### src/rtl/bus_pkg.sv
// Shared definitions for the serial system bus: FSM state encoding,
// read/write flag values and default field widths.
package bus_pkg;

  localparam int ADDR_LEN_DEF = 12;
  localparam int DATA_LEN_DEF = 8;

  // m_rw flag values; they track bit 0 of the bus instruction codes
  // (write 2'b10, read 2'b11) inverted.
  localparam logic       RW_WRITE    = 1'b1;
  localparam logic       RW_READ     = 1'b0;
  localparam logic [1:0] INSTR_WRITE = 2'b10;
  localparam logic [1:0] INSTR_READ  = 2'b11;

  typedef enum logic [2:0] {
    ST_IDLE      = 3'd0,
    ST_RX_ADDR   = 3'd1,
    ST_RX_DATA   = 3'd2,
    ST_MEM_WRITE = 3'd3,
    ST_MEM_READ  = 3'd4,
    ST_TX_DATA   = 3'd5,
    ST_DONE      = 3'd6
  } state_t;

  // Map a bus instruction code to the m_rw flag value.
  function automatic logic rw_from_instr(input logic [1:0] instr);
    return ~instr[0];
  endfunction

  // Largest of three sizes; used to dimension the shared bit counter.
  function automatic int max3(input int a, input int b, input int c);
    int m;
    m = a;
    if (b > m) m = b;
    if (c > m) m = c;
    return m;
  endfunction

endpackage

### src/rtl/serial_shifter.sv
// MSB-first shift register: serial in at the LSB, MSB is the serial out,
// with a parallel load that takes priority over shifting.
module serial_shifter #(
  parameter int WIDTH = 8
) (
  input  logic             clk,
  input  logic             reset,
  input  logic             i_load,
  input  logic [WIDTH-1:0] i_load_val,
  input  logic             i_shift_en,
  input  logic             i_sin,
  output logic [WIDTH-1:0] o_q
);

  logic [WIDTH-1:0] r_q;

  // Shift register contents: load, shift left, or hold.
  always_ff @(posedge clk) begin
    if (reset) begin
      r_q <= '0;
    end else if (i_load) begin
      r_q <= i_load_val;
    end else if (i_shift_en) begin
      r_q <= {r_q[WIDTH-2:0], i_sin};
    end else begin
      r_q <= r_q;
    end
  end

  assign o_q = r_q;

endmodule

### src/rtl/bus_slave_port.sv
// Responder end of the serial system bus: shifts in a 12-bit address and
// optional 8-bit write data, performs one byte access on a block RAM and
// serialises read data back to the master.
module bus_slave_port
  import bus_pkg::*;
#(
  parameter int ADDR_LEN     = ADDR_LEN_DEF,
  parameter int DATA_LEN     = DATA_LEN_DEF,
  parameter int MEM_DEPTH    = 4096,
  parameter int READ_LATENCY = 1
) (
  input  logic                clk,
  input  logic                reset,
  input  logic                m_valid,
  input  logic                m_rw,
  input  logic                m_data,
  output logic                s_ready,
  output logic                s_valid,
  output logic                s_data,
  output logic                s_done,
  output logic                s_err,
  output logic                busy,
  output logic [ADDR_LEN-1:0] mem_addr,
  output logic [DATA_LEN-1:0] mem_wdata,
  output logic                mem_we,
  input  logic [DATA_LEN-1:0] mem_rdata
);

  localparam int CNT_MAX = max3(ADDR_LEN, DATA_LEN, READ_LATENCY + 1);
  localparam int CNT_W   = $clog2(CNT_MAX + 1);
  // The first address bit arrives in IDLE, so RX_ADDR sees ADDR_LEN-1 bits.
  localparam logic [CNT_W-1:0] ADDR_LAST_C = CNT_W'(ADDR_LEN - 2);
  localparam logic [CNT_W-1:0] DATA_LAST_C = CNT_W'(DATA_LEN - 1);
  localparam logic [CNT_W-1:0] READ_LAST_C = CNT_W'(READ_LATENCY);
  localparam logic [ADDR_LEN:0] DEPTH_C    = (ADDR_LEN + 1)'(MEM_DEPTH);

  state_t              r_state;
  state_t              w_state_nxt;
  logic                r_rw;
  logic [CNT_W-1:0]    r_cnt;
  logic                w_addr_shift;
  logic                w_data_shift;
  logic                w_data_load;
  logic                w_data_sin;
  logic [ADDR_LEN-1:0] w_addr_q;
  logic [DATA_LEN-1:0] w_data_q;
  logic [ADDR_LEN-1:0] w_addr_full;
  logic [DATA_LEN-1:0] w_data_full;
  logic [DATA_LEN-1:0] w_data_load_val;
  logic                w_oor;

  logic                r_s_ready;
  logic                r_s_valid;
  logic                r_s_done;
  logic                r_s_err;
  logic                r_busy;
  logic [ADDR_LEN-1:0] r_mem_addr;
  logic [DATA_LEN-1:0] r_mem_wdata;
  logic                r_mem_we;

  // Values including the bit being shifted in on this cycle's edge.
  assign w_addr_full     = {w_addr_q[ADDR_LEN-2:0], m_data};
  assign w_data_full     = {w_data_q[DATA_LEN-2:0], m_data};
  assign w_oor           = ({1'b0, w_addr_q} >= DEPTH_C);
  assign w_data_load_val = w_oor ? '0 : mem_rdata;

  serial_shifter #(.WIDTH(ADDR_LEN)) u_addr_shift (
    .clk        (clk),
    .reset      (reset),
    .i_load     (1'b0),
    .i_load_val ({ADDR_LEN{1'b0}}),
    .i_shift_en (w_addr_shift),
    .i_sin      (m_data),
    .o_q        (w_addr_q)
  );

  // Same register captures write data and then transmits read data.
  serial_shifter #(.WIDTH(DATA_LEN)) u_data_shift (
    .clk        (clk),
    .reset      (reset),
    .i_load     (w_data_load),
    .i_load_val (w_data_load_val),
    .i_shift_en (w_data_shift),
    .i_sin      (w_data_sin),
    .o_q        (w_data_q)
  );

  // State register and the direction flag latched on the start cycle.
  always_ff @(posedge clk) begin
    if (reset) begin
      r_state <= ST_IDLE;
      r_rw    <= RW_READ;
    end else begin
      r_state <= w_state_nxt;
      if (r_state == ST_IDLE && m_valid) begin
        r_rw <= m_rw;
      end else begin
        r_rw <= r_rw;
      end
    end
  end

  // Next-state logic and shifter controls.
  always_comb begin
    w_state_nxt  = r_state;
    w_addr_shift = 1'b0;
    w_data_shift = 1'b0;
    w_data_load  = 1'b0;
    w_data_sin   = 1'b0;
    case (r_state)
      ST_IDLE: begin
        if (m_valid) begin
          w_addr_shift = 1'b1;
          w_state_nxt  = ST_RX_ADDR;
        end else begin
          w_state_nxt  = ST_IDLE;
        end
      end
      ST_RX_ADDR: begin
        if (!m_valid) begin
          w_state_nxt = ST_IDLE;
        end else begin
          w_addr_shift = 1'b1;
          if (r_cnt == ADDR_LAST_C) begin
            w_state_nxt = (r_rw == RW_WRITE) ? ST_RX_DATA : ST_MEM_READ;
          end else begin
            w_state_nxt = ST_RX_ADDR;
          end
        end
      end
      ST_RX_DATA: begin
        w_data_sin = m_data;
        if (!m_valid) begin
          w_state_nxt = ST_IDLE;
        end else begin
          w_data_shift = 1'b1;
          if (r_cnt == DATA_LAST_C) begin
            w_state_nxt = ST_MEM_WRITE;
          end else begin
            w_state_nxt = ST_RX_DATA;
          end
        end
      end
      ST_MEM_WRITE: begin
        w_state_nxt = ST_DONE;
      end
      ST_MEM_READ: begin
        if (r_cnt == READ_LAST_C) begin
          w_data_load = 1'b1;
          w_state_nxt = ST_TX_DATA;
        end else begin
          w_state_nxt = ST_MEM_READ;
        end
      end
      ST_TX_DATA: begin
        w_data_shift = 1'b1;
        if (r_cnt == DATA_LAST_C) begin
          w_state_nxt = ST_DONE;
        end else begin
          w_state_nxt = ST_TX_DATA;
        end
      end
      ST_DONE: begin
        w_state_nxt = ST_IDLE;
      end
      default: begin
        w_state_nxt = ST_IDLE;
      end
    endcase
  end

  // Per-state bit counter: cleared on every state entry and held at zero in IDLE.
  always_ff @(posedge clk) begin
    if (reset) begin
      r_cnt <= '0;
    end else if (w_state_nxt != r_state || r_state == ST_IDLE) begin
      r_cnt <= '0;
    end else begin
      r_cnt <= r_cnt + CNT_W'(1);
    end
  end

  // Registered outputs decoded from the state being entered.
  always_ff @(posedge clk) begin
    if (reset) begin
      r_s_ready   <= 1'b0;
      r_s_valid   <= 1'b0;
      r_s_done    <= 1'b0;
      r_s_err     <= 1'b0;
      r_busy      <= 1'b0;
      r_mem_we    <= 1'b0;
      r_mem_addr  <= '0;
      r_mem_wdata <= '0;
    end else begin
      r_s_ready <= (w_state_nxt == ST_IDLE);
      r_busy    <= (w_state_nxt != ST_IDLE);
      r_s_valid <= (w_state_nxt == ST_TX_DATA);
      r_s_done  <= (w_state_nxt == ST_DONE);
      r_s_err   <= (w_state_nxt == ST_DONE) && w_oor;
      r_mem_we  <= (w_state_nxt == ST_MEM_WRITE) && !w_oor;
      if (r_state == ST_RX_DATA && w_state_nxt == ST_MEM_WRITE) begin
        r_mem_addr  <= w_addr_q;
        r_mem_wdata <= w_data_full;
      end else if (r_state == ST_RX_ADDR && w_state_nxt == ST_MEM_READ) begin
        r_mem_addr  <= w_addr_full;
        r_mem_wdata <= r_mem_wdata;
      end else begin
        r_mem_addr  <= r_mem_addr;
        r_mem_wdata <= r_mem_wdata;
      end
    end
  end

  assign s_ready   = r_s_ready;
  assign s_valid   = r_s_valid;
  // Serial data is the shifter MSB, forced low outside the transmit window.
  assign s_data    = r_s_valid & w_data_q[DATA_LEN-1];
  assign s_done    = r_s_done;
  assign s_err     = r_s_err;
  assign busy      = r_busy;
  assign mem_addr  = r_mem_addr;
  assign mem_wdata = r_mem_wdata;
  assign mem_we    = r_mem_we;

endmodule

### config.mk
export PLATFORM = sky130hd
export DESIGN_NAME = bus_slave_port
export DESIGN_NICKNAME = d
export VERILOG_FILES = /design/src/rtl/bus_pkg.sv /design/src/rtl/serial_shifter.sv /design/src/rtl/bus_slave_port.sv
export SDC_FILE = /design/constraint.sdc
export NUM_CORES = 1
export LEC_CHECK = 0
export BUFFER_PORTS_ARGS = -buffer_cell sky130_fd_sc_hd__buf_2
export CELL_PAD_IN_SITES_DETAIL_PLACEMENT = 0
export CELL_PAD_IN_SITES_GLOBAL_PLACEMENT = 1
export CORE_MARGIN = 4
export CORE_UTILIZATION = 35
export DETAILED_ROUTE_END_ITERATION = 8
export HOLD_SLACK_MARGIN = 0.05
export PLACE_DENSITY = 0.76
export REMOVE_ABC_BUFFERS = 1
export SLEW_MARGIN = 0
export SYNTH_ARGS = -nofsm -noshare
export SYNTH_HDL_FRONTEND = slang
export SYNTH_SLANG_ARGS = --single-unit
### constraint.sdc
create_clock -name clk -period 3.9 [get_ports clk]
set_clock_uncertainty 0.1 [all_clocks]
set_input_delay 0.78 -clock clk [delete_from_list [all_inputs] [get_ports clk]]
set_output_delay 0.78 -clock clk [all_outputs]
set_load 0.05 [all_outputs]
==> results.json <==
{
  "finalHoldViolations": 0,
  "antenna_found_initial": 0,
  "syn_inst": 274,
  "grtUsageTotal": 0.141,
  "use_met1": 0.190,
  "synth_warnings": 0,
  "postCtsHoldBufs": 0,
  "holdWs_ps": 359,
  "cts-root-buf": "clkbuf_8",
  "met3_usage": 0.0367,
  "io_pins": 40,
  "power.density_nw_per_um2": 358,
  "rows": 28,
  "drive_gt1_frac": 0.178,
  "leakage_nw": 0.992,
  "synth-edff-count": 0,
  "r2r_slack_ps": 1580,
  "reg2reg_from": "r_state[2]",
  "grt_pass1_wl_um": 8560,
  "ys.flop_type": "dfxtp_1",
  "drc_errors": 0,
  "hold_class": "flop to flop",
  "final_cell_mix": "nand2_1, dfxtp_1, buf_2",
  "clock_sinks": 53,
  "busiest_layer": "met2",
  "tns_ps": 0,
  "status": "completed",
  "yosysSeqAreaShare": 0.475,
  "startpoint_type": "flop",
  "vias_per_cell": 4.97,
  "synth.avg_cell_area_um2": 8.15,
  "tightest_slew_ps": 762,
  "fp.dieW_um": 87.9,
  "synth-seq-cells": 53,
  "start_util": 0.368,
  "drt_pass1_iterations": 4,
  "postRouteWirelength_um": 5080,
  "core_um2": 6060,
  "cp.arrival_ps": 2430,
  "multi_input_area_um2": 1060,
  "drt_iter0_markers": 97,
  "setup_viol": 0,
  "cts_tree": "done",
  "fin_util": 0.421,
  "cts_buffers": 5,
  "gp_congestion": 0.819,
  "grt-ovfl-total": 0,
  "ys_types": 37,
  "grt_pass1_vias": 1796,
  "place_hpwl_um": 3410,
  "design.die.area_um2": 7720,
  "clk_latency_ps": 300,
  "path_clk_slew_ps": 90,
  "htreeDepth": 2,
  "period_share": 0.596,
  "relSlewSlack": 0.490,
  "final_common_cell": "nand2_1",
  "critPathCaptureType": "flop",
  "post_cts_buffers": 0,
  "maxSlewViolCount": 0,
  "final_antenna_net_count": 0,
  "post_cts_resize_count": 0,
  "max_freq_mhz": 430,
  "io_buffers": 38,
  "min_from": "mem_wdata[3]",
  "die_y_um": 87.9,
  "mappedNetlistArea_um2": 2230,
  "vias": 1884,
  "maxCapViolCount": 0,
  "clock_path_buffers": 2,
  "use_met2": 0.217,
  "vdd_ir_drop_max_v": 0.000137,
  "avgRoutedWirePerCell_um": 13.4,
  "layout.area.seq_um2": 1060,
  "antennaDiodeCount": 0,
  "period_needed_ps": 2320,
  "rsz0062_at_grt": "false",
  "async_flop_share": 0,
  "fin_nets": 319,
  "worstSetupPathType": "flop to flop",
  "fillers": 650,
  "synthToLayoutAreaGrowth_pct": 14.3,
  "grt_max_degree": 26,
  "worst-path-max-fanout": 17,
  "required_ps": 4010,
  "startpoint": "r_state[2]"
}
[critical path, cell delays in order (launching register included)]
cell,delay (ps)
dfxtp_1,510
nand2b_1,170
nand4b_1,710
nand3_2,330
xnor2_1,150
nor4_1,250
[report_power, final]
group / switching (mW) / total, mW / internal (mW)
registers: 0.00379 / 0.548 / 0.545
clock network: 0.178 / 0.322 / 0.144
logic: 0.0289 / 0.0423 / 0.0134
total: 0.211 / 0.913 / 0.702
[logic make-up after synthesis]
kind of cell | Yosys count | share of synthesized area
xor+xnor | 3 | 0.0118
buf+inv | 25 | 0.0504
fa+ha+maj | 3 | 0.0168
simple gates | 138 | 0.285
mux | 2 | 0.00897
other cells | 1 | 0.00168
compound gates | 49 | 0.150
flops | 53 | 0.475
[sequential cells by signal (all words and copies together), names as in the netlist]
signal / cells
mem_addr: 12
u_addr_shift.o_q: 12
mem_wdata: 8
u_data_shift.o_q: 8
r_cnt: 4
r_state: 3
busy: 1
mem_we: 1
r_rw: 1
s_done: 1
s_ready: 1
s_valid: 1
[path summary, 6_finish.rpt]
kind	to	cells after the start
worst min-delay path	mem_wdata[3]	2
worst max register to register	r_cnt[3]	5
worst min register to register	mem_wdata[3]	2
worst max-delay path	r_cnt[3]	5
[cells in the mapped netlist, types with 2 or more instances]
cell type / count / area share
mux2i_1: 2 / 0.0090
xnor2_1: 2 / 0.0078
nor2_1: 29 / 0.049
nand4bb_1: 2 / 0.010
nand3_1: 8 / 0.018
nand2_1: 74 / 0.12
a311oi_1: 19 / 0.075
inv_1: 4 / 0.0067
a31oi_1: 2 / 0.0056
nand4b_1: 2 / 0.0078
buf_2: 6 / 0.013
clkbuf_1: 13 / 0.022
and3b_1: 2 / 0.0078
a21oi_1: 22 / 0.049
ha_1: 3 / 0.017
nor4b_1: 2 / 0.0078
dfxtp_1: 53 / 0.48
nor4_1: 5 / 0.014
nand2b_1: 3 / 0.0084
nand3b_1: 3 / 0.010
o21ai_0: 2 / 0.0045
[per-stage QoR]
stage	power (mW)	instance area [µm²]	setup WS, ps	std cells
after global placement	0.603	2460	1350	371
final	0.913	2550	1580	379
after global routing	0.951	2550	1310	379
after detailed placement	0.603	2460	1320	371
after CTS	0.926	2550	1560	379
after floorplan	0.581	2130	1250	253
[cell type report]
cell class	count	share of cell area
clock buffers	6	0.0324
clock inverters	2	0.00539
inverters	4	0.00588
multi-input cells	196	0.415
flip-flops and latches	53	0.416
well taps	75	0.0368
repair buffers	43	0.0892
[metal layers]
| metal | routed length [µm] | vias up |
|---|---|---|
| li1 | - | 999 |
| met1 | 2590 | 842 |
| met2 | 2220 | 41 |
| met3 | 236 | 2 |
| met4 | 29 | 0 |
| met5 | 0 | - |
Power figures use the tool's default switching activity.
